### src/rtl/sync_fifo_ctrl.sv
// Single-clock FIFO with fill level, almost-full/almost-empty flags, optional
// first-word-fall-through read port and sticky overflow/underflow flags.
module sync_fifo_ctrl #(
    parameter int DATA_SIZE = 12,
    parameter int ADDR_SIZE = 4,
    parameter int FWFT      = 0,
    parameter int AF_THRESH = 2**ADDR_SIZE - 2,
    parameter int AE_THRESH = 2
) (
    input  logic                 clk,
    input  logic                 rst,
    input  logic                 winc,
    input  logic [DATA_SIZE-1:0] wData,
    input  logic                 rinc,
    input  logic                 errClr,
    output logic [DATA_SIZE-1:0] rData,
    output logic                 wFull,
    output logic                 rEmpty,
    output logic                 wAlmostFull,
    output logic                 rAlmostEmpty,
    output logic [ADDR_SIZE:0]   fillCount,
    output logic                 overflow,
    output logic                 underflow
);

    localparam int DEPTH = 2**ADDR_SIZE;
    localparam logic [ADDR_SIZE:0] DEPTH_C = (ADDR_SIZE+1)'(DEPTH);
    localparam logic [ADDR_SIZE:0] AF_C    = (ADDR_SIZE+1)'(AF_THRESH);
    localparam logic [ADDR_SIZE:0] AE_C    = (ADDR_SIZE+1)'(AE_THRESH);

    if (AF_THRESH < 1 || AF_THRESH > DEPTH) begin : g_af_range
        $error("sync_fifo_ctrl: AF_THRESH out of range 1..DEPTH");
    end
    if (AE_THRESH < 0 || AE_THRESH > DEPTH - 1) begin : g_ae_range
        $error("sync_fifo_ctrl: AE_THRESH out of range 0..DEPTH-1");
    end

    logic [DATA_SIZE-1:0] mem [DEPTH];
    logic [ADDR_SIZE:0]   wptr, rptr, count;
    logic [ADDR_SIZE:0]   rptr_nxt, count_nxt;
    logic                 wr_acc, rd_acc, head_is_new;

    assign wFull        = (count == DEPTH_C);
    assign rEmpty       = (count == '0);
    assign wAlmostFull  = (count >= AF_C);
    assign rAlmostEmpty = (count <= AE_C);
    assign fillCount    = count;

    assign wr_acc = winc && !wFull;
    assign rd_acc = rinc && !rEmpty;

    always_comb begin
        rptr_nxt    = rptr + {{ADDR_SIZE{1'b0}}, rd_acc};
        count_nxt   = count + {{ADDR_SIZE{1'b0}}, wr_acc} - {{ADDR_SIZE{1'b0}}, rd_acc};
        // The word landing this edge becomes the head only if nothing older survives it.
        head_is_new = (count == {{ADDR_SIZE{1'b0}}, rd_acc});
    end

    always_ff @(posedge clk) begin
        if (wr_acc) mem[wptr[ADDR_SIZE-1:0]] <= wData;
    end

    always_ff @(posedge clk) begin
        if (rst) begin
            wptr      <= '0;
            rptr      <= '0;
            count     <= '0;
            overflow  <= 1'b0;
            underflow <= 1'b0;
        end else begin
            if (wr_acc) wptr <= wptr + 1'b1;
            rptr  <= rptr_nxt;
            count <= count_nxt;
            if (winc && wFull)  overflow  <= 1'b1;
            else if (errClr)    overflow  <= 1'b0;
            if (rinc && rEmpty) underflow <= 1'b1;
            else if (errClr)    underflow <= 1'b0;
        end
    end

    // Read port: registered pop in standard mode, pre-fetched head in FWFT mode.
    always_ff @(posedge clk) begin
        if (rst) begin
            rData <= '0;
        end else if (FWFT != 0) begin
            if (count_nxt != '0) begin
                if (head_is_new) rData <= wData;
                else             rData <= mem[rptr_nxt[ADDR_SIZE-1:0]];
            end
        end else if (rd_acc) begin
            rData <= mem[rptr[ADDR_SIZE-1:0]];
        end
    end

endmodule

### config.mk
export PLATFORM = sky130hd
export DESIGN_NAME = sync_fifo_ctrl
export DESIGN_NICKNAME = d
export VERILOG_FILES = /design/src/rtl/sync_fifo_ctrl.sv
export SDC_FILE = /design/constraint.sdc
export NUM_CORES = 1
export LEC_CHECK = 0
export BUFFER_PORTS_ARGS = -buffer_cell sky130_fd_sc_hd__clkbuf_2
export CAP_MARGIN = 20
export CORE_MARGIN = 4
export CORE_UTILIZATION = 68
export CTS_BUF_LIST = sky130_fd_sc_hd__clkbuf_2
export DETAILED_ROUTE_END_ITERATION = 16
export PLACE_DENSITY = 0.91
export SETUP_SLACK_MARGIN = 0.4
export SYNTH_ARGS = -nofsm -noshare
export SYNTH_HDL_FRONTEND = slang
export SYNTH_SLANG_ARGS = --single-unit
### constraint.sdc
create_clock -name clk -period 7.1 [get_ports clk]
set_input_delay 1.065 -clock clk [delete_from_list [all_inputs] [get_ports clk]]
set_output_delay 1.065 -clock clk [all_outputs]
set_load 0.05 [all_outputs]
Yosys cells after proc, flatten, opt, wreduce, memory -nomap -nowiden --
Memory sizes are Yosys's and may differ from the RTL's. A register that Yosys moved wholly into a read port is not among the register bits. Index checks and enable logic that the tools add are counted.
Word-level totals: register bits after elaboration 17, bits in writable memories 192, input bits 17, memories kept 1
Operators by class: add/sub/neg operators 4, magnitude comparators 2, eq/ne operators 1, mux-type cells 5, reductions and logical operators 9
Memories:
- mem | words 16, width 12, read ports 1, clocked after memory_dff 1, wr ports 1, RTL line 38 | logic [DATA_SIZE-1:0] mem [DEPTH];
Operators with widths (count):
- $add 5x1->5 | 2
- $add 5x1->5 const B | 1
- $eq 5x5->1 const B | 1
- $ge 5x4->1 const B | 1
- $le 5x2->1 const B | 1
- $logic_not 5->1 | 1
- $mux 1 | 5
- $sub 5x1->5 | 1
- $logic_and 1x1->1 | 4
- $reduce_bool 2->1 | 2
- $logic_not 1->1 | 2

Longest topological paths before layout --
Gate-level depths: netlist (run 1).
word-level depth 5, gate-level depth with buffers 14

Least setup slack after synthesis (run 1) --
No wires, ideal clock.
path type register to output, start point register count[2], in the netlist fillCount[2], end point output port wAlmostFull, arrival 2.068 ns, slack 3.967 ns, cell stages (with the launch flop) 4, cell sequence dfxtp_1 ha_1 nand2_1 o21ai_0
Between the ends: word-level cells in the longest chain between the ends 1
Ends and longest elaborated chain:
- from (decl) | RTL line 39 | logic [ADDR_SIZE:0] wptr, rptr, count;
- from (signal assigned) | RTL line 73 | count <= count_nxt;
- $ge 5x4->1 | RTL line 45 | assign wAlmostFull = (count >= AF_C);
- to (decl) | RTL line 19 | output logic wAlmostFull,
Every way passes these cells.

Worst setup path in the final report (run 1) --
start point register count[2], in the netlist fillCount[2], end point output port rEmpty
Between the ends: word-level cells in the longest chain between the ends 1
Ends and longest elaborated chain:
- $logic_not 5->1 | RTL line 44 | assign rEmpty = (count == '0);
- to (decl) | RTL line 18 | output logic rEmpty,
Every way passes these cells.

==> results of run 1 <==
-- through the flow --
stage	cells	cell area, µm²	hold slack [ns]	power (W)
6_report	734	9620	0.546	0.00290
3_5_place_dp	635	9110	0.504	0.00219
4_1_cts	723	9540	0.542	0.00291
3_3_place_gp	635	9110	0.512	0.00217
5_1_grt	734	9620	0.574	0.00305
2_1_floorplan	444	8850	0.477	0.00203
-- final timing paths --
kind | start | end | slack (ns)
hold reg to reg | rData[10]$_SDFFE_PP0P_ | rData[10]$_SDFFE_PP0P_ | 0.55
setup / recovery | fillCount[2]$_SDFF_PP0_ | rEmpty | 3.80
setup reg to reg | fillCount[2]$_SDFF_PP0_ | mem[5][2]$_DFFE_PP_ | 4.36
hold / removal | rData[10]$_SDFFE_PP0P_ | rData[10]$_SDFFE_PP0P_ | 0.55
-- cell usage in the layout (no fill, tap or decap), types with 2 or more instances in the layout --
cell        n
edfxtp_1  192
clkbuf_2  110
mux4_2     28
nor2_1     25
dfxtp_1    25
mux2i_1    24
mux4_1     20
ha_1       15
inv_1      12
nand3b_1   12
clkinv_1   12
nand2_1    11
o221ai_2   11
buf_4      10
a21oi_1     6
xnor2_1     6
nor3_2      4
nor2b_1     4
clkinv_2    4
and2_1      3
xor2_1      3
buf_6       3
nand2b_1    2
nand3_1     2
or3_4       2
o21bai_1    2
dfxtp_2     2
-- layer usage --
| layer | wire length [µm] | up-vias |
|---|---|---|
| li1 | - | 1978 |
| met1 | 6770 | 2284 |
| met2 | 8790 | 278 |
| met3 | 1890 | 42 |
| met4 | 459 | 0 |
| met5 | 0 | - |
-- flip-flops by register name, indices dropped and copies added (netlist names) --
register and count:
mem 192, rptr 4, rData 12, underflow 1, wptr 4, overflow 1
fillCount 5
-- logic make-up (layout without fill, tap and decap cells) --
group / Yosys count / in the layout / share of synthesized area [%]
AOI/OAI and AO/OA: 22 / 22 / 2.62
xor gates and xnor gates: 9 / 9 / 0.891
adders and majority gates: 16 / 16 / 2.35
buffers and inverters: 35 / 152 / 2.67
DFF: 219 / 219 / 71.3
muxes: 72 / 72 / 15.8
other: 0 / 1 / 0
and+or+nand+nor: 71 / 71 / 4.41
-- tightest hold or removal path: stages (launching register included) --
cell      delay [ns]
dfxtp_1         0.34
nand3b_1        0.10
o221ai_2        0.07
-- layout make-up --
class	instances	area, µm²	area share (%)
Antenna cell	1	2.50	0.0260
Clock buffer	71	355	3.69
Clock inverter	17	68.8	0.715
Inverter	12	45.0	0.468
Multi-Input combinational cell	190	2320	24.2
Sequential cell	219	6310	65.5
Tap cell	172	215	2.24
Timing Repair Buffer	52	304	3.16
-- report_power, final --
part           total (W)  leakage, nW  internal (W)  switching, W
Sequential       0.00153         1.96       0.00148     0.0000554
Clock           0.000726        0.334      0.000269      0.000457
Combinational   0.000644        0.992      0.000206      0.000438
Total            0.00290         3.28       0.00195      0.000950
==> summary.md, run 1 <==
| Metric | Value |
|---|---|
| Cell with the most instances after synthesis | `edfxtp_1` |
| Clock transition at the registers of the reported paths | `about 0.11 ns` |
| Most frequent CP cell | `inv_1` |
| Vias in the first global route | `4,720` |
| DRC viols | `0` |
| Clock skew | `between 0.05 and 0.06 ns` |
| First-pass iteration count of the detailed router | `5` |
| Routed Wire Length | `~18 mm` |
| Root buffer cell | `clkbuf_2` |
| WP data required | `about 6 ns` |
| Worst slew pin tran | `about 1.2 ns` |
| Worst R2R Path Depth | `6` |
| Pins over their slew limit | `0` |
| Place WS | `just over 4 ns` |
| Dpl hpwl | `around 11 mm` |
| Yosys top cell by area | `edfxtp_1` |
| First-pass GRT wire length | `27.3 mm` |
| Worst path depth | `5` |
| Global routing usage on met2 | `40.4%` |
| Core Rows | `41` |
| CTS Buf Count | `between 40 and 50` |
| WS Path Type | `reg2out` |
| Die H | `122 µm` |
| Routed Antenna Nets | `0` |
| Initial Util | `a little over two thirds` |
| Max VDD drop | `about 250 µV` |
| Routed len/inst | `between 20 and 25 µm` |
| Slew margin rel. | `~22%` |
| Setup TNS | `0 ns` |
| CTS-repair resized insts | `0` |
| Die Width | `122 µm` |
| Routed vias | `~4,600` |
| Util after Layout | `76.0%` |
| Seq/Total Area, Yosys | `a little under three quarters` |
| Number of flops mapped to enable cells by yosys | `roughly 190` |
| Post-synth top area share | `65.2%` |
| Core area | `about 0.013 mm²` |
| Top post-synthesis cells by area | `edfxtp_1, mux4_2, dfxtp_1` |
| Leakage | `between 3 and 4 nW` |
| Syn Nets | `approximately 480` |
| Htree depth | `2` |
| Synth cell count leaders | `edfxtp_1, mux4_2, dfxtp_1` |
| Final Hold Fails | `0` |
| RePlAce Congestion | `about 0.78` |
| Status | `completed` |
| Endpoints failing setup | `0` |
| Most crowded layer after global routing | `met2` |
| GRT Residual Overflow | `0` |
| Number of max-cap violations | `0` |
| Worst path arrival time | `between 2 and 2.5 ns` |
| Slowest CP cell | `or4b_4` |
| Worst-Skew Late Latency | `between 0.7 and 0.8 ns` |
| Share of cells above drive strength 1 | `between 30% and 40%` |
| Nets | `between 500 and 600` |
| CP endpoint kind | `primary output` |
| Pin count of the biggest net entering global routing | `51` |
| Synth warn | `0` |
| Final min period | `3.30 ns` |
| Met3 global-route usage | `~6.6%` |
| Clock sinks | `219` |
| Crit-path max FO | `5` |
| Worst Setup Slack, final | `~3.8 ns` |
| Max clock buf depth | `3` |
| Hold_buf cts | `0` |
| WHS Path Cells | `2` |
| RSZ-0062 raised after global routing | `false` |
| PwrDens | `a little over 300 mW/mm²` |
| HP Class | `reg2reg` |
| CP delay by family, top | `simple AND/OR/NAND/NOR gates` |
| Drt initial violations | `586` |
| Die footprint | `approximately 0.015 mm²` |
| CTS tree | `done` |
| Met1 Usage GRT | `between 30% and 40%` |
| Achievable Freq | `slightly above 300 MHz` |
| Synth Register Bits | `around 220` |
| Largest stage delay on the critical path | `0.50 ns` |
| Netlist cell types | `38` |
| I/O pins | `40` |
| Via-per-instance ratio | `roughly 6.2` |
| Filler cells | `roughly 700` |
| Final cycle utilization of the critical path | `about 46%` |
| Number of antenna violations at the first check in global routing | `1` |
| Total GRT Usage | `about 25%` |
| Ys async rst share | `0%` |
| Port buffer count | `39` |
| Startpoint types | `flip-flop` |
| Synth Cell Area | `0.00885 mm²` |
| CP Cell Sequence | `inv_1, ha_1, or4b_4, inv_1, clkbuf_2` |
| Cells after Synth | `444` |
| Post-CTS Setup Repair Bufs | `0` |
| Area delta synth->final | `8.78%` |
| Synthesized area per cell | `around 20 µm²` |
| Main synth FF type | `edfxtp_1` |
| Buffers & Inverters on Critical Path | `3` |
Note: power is estimated with default switching activity, not from simulation.
==> run 2, diff against run 1 <==
--- a/config.mk
+++ b/config.mk
@@ -8,10 +8,10 @@
 export BUFFER_PORTS_ARGS = -buffer_cell sky130_fd_sc_hd__clkbuf_2
 export CAP_MARGIN = 20
 export CORE_MARGIN = 4
-export CORE_UTILIZATION = 68
+export CORE_UTILIZATION = 63
 export CTS_BUF_LIST = sky130_fd_sc_hd__clkbuf_2
 export DETAILED_ROUTE_END_ITERATION = 16
-export PLACE_DENSITY = 0.91
+export PLACE_DENSITY = 0.85
 export SETUP_SLACK_MARGIN = 0.4
 export SYNTH_ARGS = -nofsm -noshare
 export SYNTH_HDL_FRONTEND = slang
==> constraint.sdc (replaced) <==
create_clock -name clk -period 3.2 [get_ports clk]
set_input_delay 0.48 -clock clk [delete_from_list [all_inputs] [get_ports clk]]
set_output_delay 0.48 -clock clk [all_outputs]
set_load 0.05 [all_outputs]
==> summary.md, run 2 (synthesis results as in run 1) <==
| Metric | Value |
|---|---|
| Status | `completed` |
| Register area | `0.00631 mm² (about the same)` |
| Die Width | `127 µm (+3.6%)` |
| Vias in the first global route | `4,721 (+0.021%)` |
| Filler cells | `834 (+19%)` |
| Psw | `0.00212 W (+120%)` |
| Clock sinks | `219 (unchanged)` |
| Achievable Freq | `375 MHz` |
| Post-CTS Setup Repair Bufs | `0 (unchanged)` |
| Die H | `127 µm (+3.6%)` |
| Initial Util | `64.0% (-5.8 points)` |
| Met1 Usage GRT | `31.1% (-4.3 points)` |
| First-pass iteration count of the detailed router | `4 (-1)` |
| Commonest non-fill, non-tap cell in the layout | `edfxtp_1` |
| Clk pwr share | `25.6% (+0.6 points)` |
| Htree depth | `2 (unchanged)` |
| R2R Path Start | `fillCount[2]$_SDFF_PP0_` |
| Sw Share | `32.5% (-0.19 points)` |
| WS Path Type | `reg2out` |
| Slew margin rel. | `43.6% (+22 points)` |
| CP endpoint kind | `primary output` |
| Worst Setup SP | `fillCount[2]$_SDFF_PP0_` |
| CTS tree | `done` |
| Via-per-instance ratio | `5.84 (-6.5%)` |
| Worst slew pin tran | `0.846 ns (-0.319 ns)` |
| Final Instance Area | `0.00986 mm² (+2.5%)` |
| PwrDens | `660 mW/mm² (+120%)` |
| Hold Crit Start | `wData[7]` |
| Largest register FFs | `192 (unchanged)` |
| Commonest cells after routing, fill and taps aside | `edfxtp_1, clkbuf_2, mux4_2, buf_4, nor2_1` |
| Drt initial violations | `330 (-44%)` |
| Met3 global-route usage | `5.77% (-0.87 points)` |
| Die footprint | `0.0160 mm² (+7.4%)` |
| Final std cells w/o fill | `770 (+4.9%)` |
| Dpl hpwl | `10.7 mm (-1.2%)` |
| HP Class | `in2reg` |
| Total GRT Usage | `22.1% (-3.4 points)` |
| Number of antenna violations at the first check in global routing | `1 (unchanged)` |
| Worst-Skew Late Latency | `0.80 ns (+0.08 ns)` |
| Share of cells above drive strength 1 | `34.3% (+2.7 points)` |
| Global routing usage on met2 | `33.5% (-6.9 points)` |
| Routed len/inst | `21.9 µm (-10%)` |
| Routed Wire Length | `16.9 mm (-5.6%)` |
| Startpoint types | `flip-flop` |
| Post-placement cell area | `0.00933 mm² (+2.4%)` |
| CTS Buf Count | `51 (+4.1%)` |
| Endpoints failing setup | `0 (unchanged)` |
| Max VDD drop | `425 µV (+68%)` |
| Multi-input logic area | `0.00234 mm² (+0.48%)` |
| First-pass GRT wire length | `26.5 mm (-2.9%)` |
| Final cycle utilization of the critical path | `a little over four fifths` |
| Routed vias | `4,496 (-1.9%)` |
| Routed Antenna Nets | `0 (unchanged)` |
| Setup TNS | `0 ns (unchanged)` |
| Final min period | `approximately 2.7 ns` |
| Comb power frac | `22.1% (about the same)` |
| DRC viols | `0 (unchanged)` |
| Total power draw | `0.00651 W (+120%)` |
| Nets | `580 (+4.1%)` |
| RSZ-0062 raised after global routing | `false` |
| Dpl cells | `669 (+5.4%)` |
| Number of max-cap violations | `0 (unchanged)` |
| WP data required | `2.72 ns (-3.31 ns)` |
| GRT Residual Overflow | `0 (unchanged)` |
| Port buffer count | `39 (unchanged)` |
| Pin count of the biggest net entering global routing | `51 (unchanged)` |
| Worst path arrival time | `2.18 ns (-0.05 ns)` |
| I/O pins | `40 (unchanged)` |
| Largest stage delay on the critical path | `0.52 ns (+0.02 ns)` |
| Cell-internal power | `0.00439 W (+120%)` |
| Slowest CP cell | `or4b_4` |
| Sequential Power Share | `52.2% (-0.6 points)` |
| Crit-path max FO | `5 (unchanged)` |
| Worst Setup Slack, final | `0.537 ns (-3.27 ns)` |
| Pins over their slew limit | `0 (unchanged)` |
| Leakage | `3.40 nW (+3.7%)` |
| Clock skew | `0.0673 ns (+0.0166 ns)` |
| CP Cell Sequence | `inv_2, ha_2, or4b_4, inv_1, buf_6` |
| Core Rows | `43 (+4.9%)` |
| Clock transition at the registers of the reported paths | `0.12 ns (about the same)` |
| Most crowded layer after global routing | `met2` |
| Max clock buf depth | `3 (unchanged)` |
| Place WS | `0.495 ns (-3.65 ns)` |
| Root buffer cell | `clkbuf_2` |
| Core area | `0.0138 mm² (+9.1%)` |
| Area delta synth->final | `11.5%` |
| RePlAce Congestion | `0.862 (+9.8%)` |
| Final Hold Fails | `0 (unchanged)` |
## run 2: cell types whose count changed in the layout (fill, tap and decap cells not counted), sizes merged
cell and delta:
inv -1, clkinv +6, dlygate4sd3 +5, buf +17
clkinvlp +1
## run 2: final timing paths
kind | endpoint | slack (ns) | depth (start not counted)
max | rEmpty | 0.54 | 5
min | mem[14][7]$_DFFE_PP_ | 0.07 | 1
max reg2reg | fillCount[4]$_SDFF_PP0_ | 0.57 | 13
min reg2reg | wptr[1]$_SDFFE_PP0P_ | 0.53 | 2
## run 2: per-layer routing
layer	share of wire (%)	vias up
li1	-	2035
met1	42	2242
met2	48	188
met3	8.0	31
met4	2.2	0
met5	0	-
## run 2: layout make-up
cell class | count | share of cell area [%]
diodes | 1 | 0.0254
clock buffers | 72 | 3.65
clock inverters | 23 | 1.00
inverters | 12 | 0.457
multi-input cells | 190 | 23.7
flip-flops and latches | 219 | 64.0
well taps | 180 | 2.28
repair buffers | 73 | 4.89
## run 2: worst max-delay path, delay by kind of cell, from the launching register on
kind	cells	cell delay, ns
simple gates	1	0.52
flops	1	0.36
buf+inv	3	0.35
fa+ha+maj	1	0.20
## run 2: through the flow
stage          util [%]  hold WS [ns]
6_report           71.3        0.0747
5_1_grt            71.3        0.0175
4_1_cts            71.2       0.00474
3_5_place_dp       67.5         0.489
3_3_place_gp       67.5         0.505
2_1_floorplan         -         0.477
## run 2: timing repair
action / in CTS / in global routing
setup endpoints to repair: 1 / 2
cloned: 0 / 0
hold buffers: 5 / 0
hold endpoints to repair: 4 / 0
gates resized for setup: 1 / 7
## run 2: power by group through the flow
stage	logic, W	registers, W	clock network [W]
5_1_grt	0.00155	0.00342	0.00190
3_3_place_gp	0.00136	0.00344	0
4_1_cts	0.00143	0.00340	0.00173
3_5_place_dp	0.00140	0.00346	0
2_1_floorplan	0.000786	0.00371	0
6_report	0.00144	0.00340	0.00167
==> run 3, diff against run 2 <==
--- a/config.mk
+++ b/config.mk
@@ -5,13 +5,14 @@
 export SDC_FILE = /design/constraint.sdc
 export NUM_CORES = 1
 export LEC_CHECK = 0
+export ABC_AREA = 1
 export BUFFER_PORTS_ARGS = -buffer_cell sky130_fd_sc_hd__clkbuf_2
 export CAP_MARGIN = 20
 export CORE_MARGIN = 4
-export CORE_UTILIZATION = 63
+export CORE_UTILIZATION = 58
 export CTS_BUF_LIST = sky130_fd_sc_hd__clkbuf_2
 export DETAILED_ROUTE_END_ITERATION = 16
-export PLACE_DENSITY = 0.85
+export PLACE_DENSITY = 0.83
 export SETUP_SLACK_MARGIN = 0.4
 export SYNTH_ARGS = -nofsm -noshare
 export SYNTH_HDL_FRONTEND = slang
==> constraint.sdc (replaced) <==
create_clock -name clk -period 2.3 [get_ports clk]
set_input_delay 0.345 -clock clk [delete_from_list [all_inputs] [get_ports clk]]
set_output_delay 0.345 -clock clk [all_outputs]
set_load 0.05 [all_outputs]
==> summary.md, run 3 <==
| Metric | Value |
|---|---|
| Status | `finished, violations left` |
| Failing checks | `setup timing` |
| Register area | `0.00632 mm² (+0.18%)` |
| Share of cells above drive strength 1 | `20.9% (-13 points)` |
| WP data required | `3.01 ns (+0.29 ns)` |
| Worst-Skew Late Latency | `0.85 ns (+0.05 ns)` |
| Final min period | `2.35 ns` |
| CP endpoint kind | `flip-flop` |
| Leakage | `4.87 nW (+43%)` |
| Largest stage delay on the critical path | `0.40 ns (-0.12 ns)` |
| Main synth FF type | `edfxtp_1` |
| CP delay by family, top | `adder cells` |
| Met3 routed WL | `2.40 mm (+77%)` |
| Netlist cell types | `24 (-37%)` |
| Worst slew pin tran | `0.554 ns (-0.292 ns)` |
| Synth Cell Area | `0.00948 mm² (+7.2%)` |
| First-pass GRT wire length | `35.7 mm (+35%)` |
| Final Hold Fails | `0 (unchanged)` |
| Worst Setup SP | `fillCount[3]$_SDFF_PP0_` |
| R2R Path Start | `fillCount[3]$_SDFF_PP0_` |
| CTS tree | `done` |
| Filler cells | `1,167 (+40%)` |
| PwrDens | `983 mW/mm² (+49%)` |
| Routed Wire Length | `24.3 mm (+44%)` |
| Startpoint types | `flip-flop` |
| Number of max-cap violations | `0 (unchanged)` |
| First-pass iteration count of the detailed router | `5 (+1)` |
| Synthesized area per cell | `10.0 µm² (-50%)` |
| Seq/Total Area, Yosys | `66.5% (-4.8 points)` |
| CP Cell Sequence | `inv_4, ha_4, nand4_1, nand2_2, inv_4, nor2_4, inv_2, nand2_2, ha_4, inv_2, fa_2, o31ai_4, o21ai_1, a21oi_1` |
| Ys async rst share | `0% (unchanged)` |
| Die Width | `136 µm (+7.4%)` |
| Place WS | `-0.0421 ns (-0.538 ns)` |
| Post-synth top area share | `60.8% (-4.4 points)` |
| Root buffer cell | `clkbuf_2` |
| I/O pins | `40 (unchanged)` |
| Synth cell count leaders | `nand2_1, edfxtp_1, nand3_1` |
| WHS Path Cells | `1 (unchanged)` |
| Total GRT Usage | `25.4% (+3.3 points)` |
| Total power draw | `0.0108 W (+66%)` |
| Area delta synth->final | `16.2%` |
| Final cycle utilization of the critical path | `102%` |
| Cells after Synth | `945 (+110%)` |
| DRC viols | `0 (unchanged)` |
| Top sig layer | `met4` |
| Clock sinks | `219 (unchanged)` |
| DR WL met2 | `11.8 mm (+46%)` |
| Commonest cells after routing, fill and taps aside | `nand2_1, edfxtp_1, nand3_1, inv_1, clkbuf_2` |
| CTS Buf Count | `53 (+3.9%)` |
| Slowest CP cell | `fa_2` |
| Dpl hpwl | `13.3 mm (+24%)` |
| Multi-input logic area | `0.00256 mm² (+9.8%)` |
| Crit-path max FO | `4 (-1)` |
| Routed len/inst | `18.4 µm (-16%)` |
| Cell with the most instances after synthesis | `nand2_1` |
| Clock skew | `0.0780 ns (+0.0107 ns)` |
| Pins over their slew limit | `0 (unchanged)` |
| Final std cells w/o fill | `1,322 (+72%)` |
| RSZ-0062 raised after global routing | `true` |
| Via-per-instance ratio | `5.49 (-5.9%)` |
| HP Class | `in2reg` |
| WS Path Type | `reg2reg` |
| Setup TNS | `-0.0539 ns (-0.0539 ns)` |
| Routed vias | `7,261 (+61%)` |
| Largest register FFs | `192 (unchanged)` |
| Top post-synthesis cells by area | `edfxtp_1, nand2_1, nand3_1` |
| Commonest non-fill, non-tap cell in the layout | `nand2_1` |
| Port buffer count | `39 (unchanged)` |
| Synth Register Bits | `219 (unchanged)` |
| Reg2Reg Setup Slack | `-0.05 ns (-0.62 ns)` |
| Number of flops mapped to enable cells by yosys | `192 (unchanged)` |
| Endpoints failing setup | `1 (+1)` |
| Slew margin rel. | `63.0% (+19 points)` |
| Die footprint | `0.0185 mm² (+15%)` |
| M1 WL | `8.96 mm (+27%)` |
| Htree depth | `2 (unchanged)` |
| GRT Residual Overflow | `0 (unchanged)` |
| Yosys top cell by area | `edfxtp_1` |
| Number of antenna violations at the first check in global routing | `2 (+1)` |
| Drt initial violations | `937 (+180%)` |
| Vias in the first global route | `7,009 (+48%)` |
| Pin count of the biggest net entering global routing | `98 (+92%)` |
| Synth warn | `0 (unchanged)` |
| Initial Util | `59.5% (-4.5 points)` |
| Worst path arrival time | `3.06 ns (+0.88 ns)` |
| Worst R2R Path Depth | `14 (+1)` |
| Achievable Freq | `425 MHz` |
| Worst Setup Slack, final | `-0.0539 ns (-0.591 ns)` |
| Nets | `1,099 (+89%)` |
| Routed Antenna Nets | `0 (unchanged)` |
| Syn Nets | `978 (+110%)` |
| Buffers & Inverters on Critical Path | `4 (+1)` |
| Core area | `0.0159 mm² (+15%)` |
| Util after Layout | `69.1% (-2.2 points)` |
| Clock transition at the registers of the reported paths | `0.11 ns (about the same)` |
| Core Rows | `46 (+7.0%)` |
| Dpl cells | `1,188 (+78%)` |
| Hold Crit Start | `wData[9]` |
| Max clock buf depth | `3 (unchanged)` |
| Max VDD drop | `656 µV (+55%)` |
| RePlAce Congestion | `0.852 (-1.2%)` |
| Die H | `136 µm (+7.4%)` |
| Critical R2R Capture | `fillCount[4]$_SDFF_PP0_` |
| Hold endpoint | `mem[15][9]$_DFFE_PP_` |
## run 3: what timing repair did
action	CTS	global route
pin swaps	8	9
setup endpoints to repair	9	184
resized for setup	18	34
buffers inserted	9	14
endpoints found under the hold margin	190	0
hold buffers	16	0
## run 3: cell type report
| type | count | share of cell area (%) |
|---|---|---|
| multi-input combinational | 548 | 23.3 |
| sequential | 219 | 57.4 |
| timing repair buffer | 109 | 7.95 |
| antenna | 3 | 0.0681 |
| tap | 216 | 2.45 |
| clock buffer | 83 | 3.77 |
| inverter | 135 | 4.82 |
| clock inverter | 9 | 0.307 |
## run 3: metal layers
metal | up-vias | global-route usage (%)
met4 | 0 | 11.5
met2 | 441 | 41.0
li1 | 3338 | -
met5 | - | 0
met1 | 3387 | 33.0
met3 | 95 | 5.74
## run 3: cell families after synthesis
| group | count (synthesis) | share of synthesized area (%) |
|---|---|---|
| adder cells (fa/ha/maj) | 16 | 2.19 |
| AND/OR/NAND/NOR | 509 | 22.1 |
| XOR/XNOR | 1 | 0.0924 |
| AO/OA/AOI/OAI | 22 | 1.21 |
| buffers and inverters | 178 | 7.96 |
| flip-flops | 219 | 66.5 |
## run 3: worst max-delay path by stage
stage | cells past startpoint | end | slack [ns]
global route | 14 | fillCount[4]$_SDFF_PP0_ | -0.15
global placement | 14 | fillCount[4]$_SDFF_PP0_ | 0.08
floorplan | 14 | fillCount[4]$_SDFF_PP0_ | 0.10
detailed placement | 14 | fillCount[4]$_SDFF_PP0_ | -0.04
CTS | 5 | rEmpty | 0.07
finish | 14 | fillCount[4]$_SDFF_PP0_ | -0.05
## run 3: where the power goes
group,switching [W],total (W),internal [W]
Combinational,0.00247,0.00367,0.00120
Sequential,0.000161,0.00473,0.00457
Clock,0.00150,0.00243,0.000938
## run 3: worst reg2reg max path, cell delays in order, from the launching register on
cell and delay (ns):
dfxtp_4 0.38, inv_4 0.08, ha_4 0.15, nand4_1 0.12, nand2_2 0.14, inv_4 0.06
nor2_4 0.14, inv_2 0.06, nand2_2 0.08, ha_4 0.15, inv_2 0.04, fa_2 0.40
o31ai_4 0.28, o21ai_1 0.10, a21oi_1 0.12
## run 3: metrics by stage
step                      cell area [µm²]  hold slack, ns
after detailed placement            10100           0.456
after global routing                11000          0.0425
after global placement              10100           0.450
final                               11000          0.0726
after CTS                           10800          0.0100
after floorplan                      9580           0.444
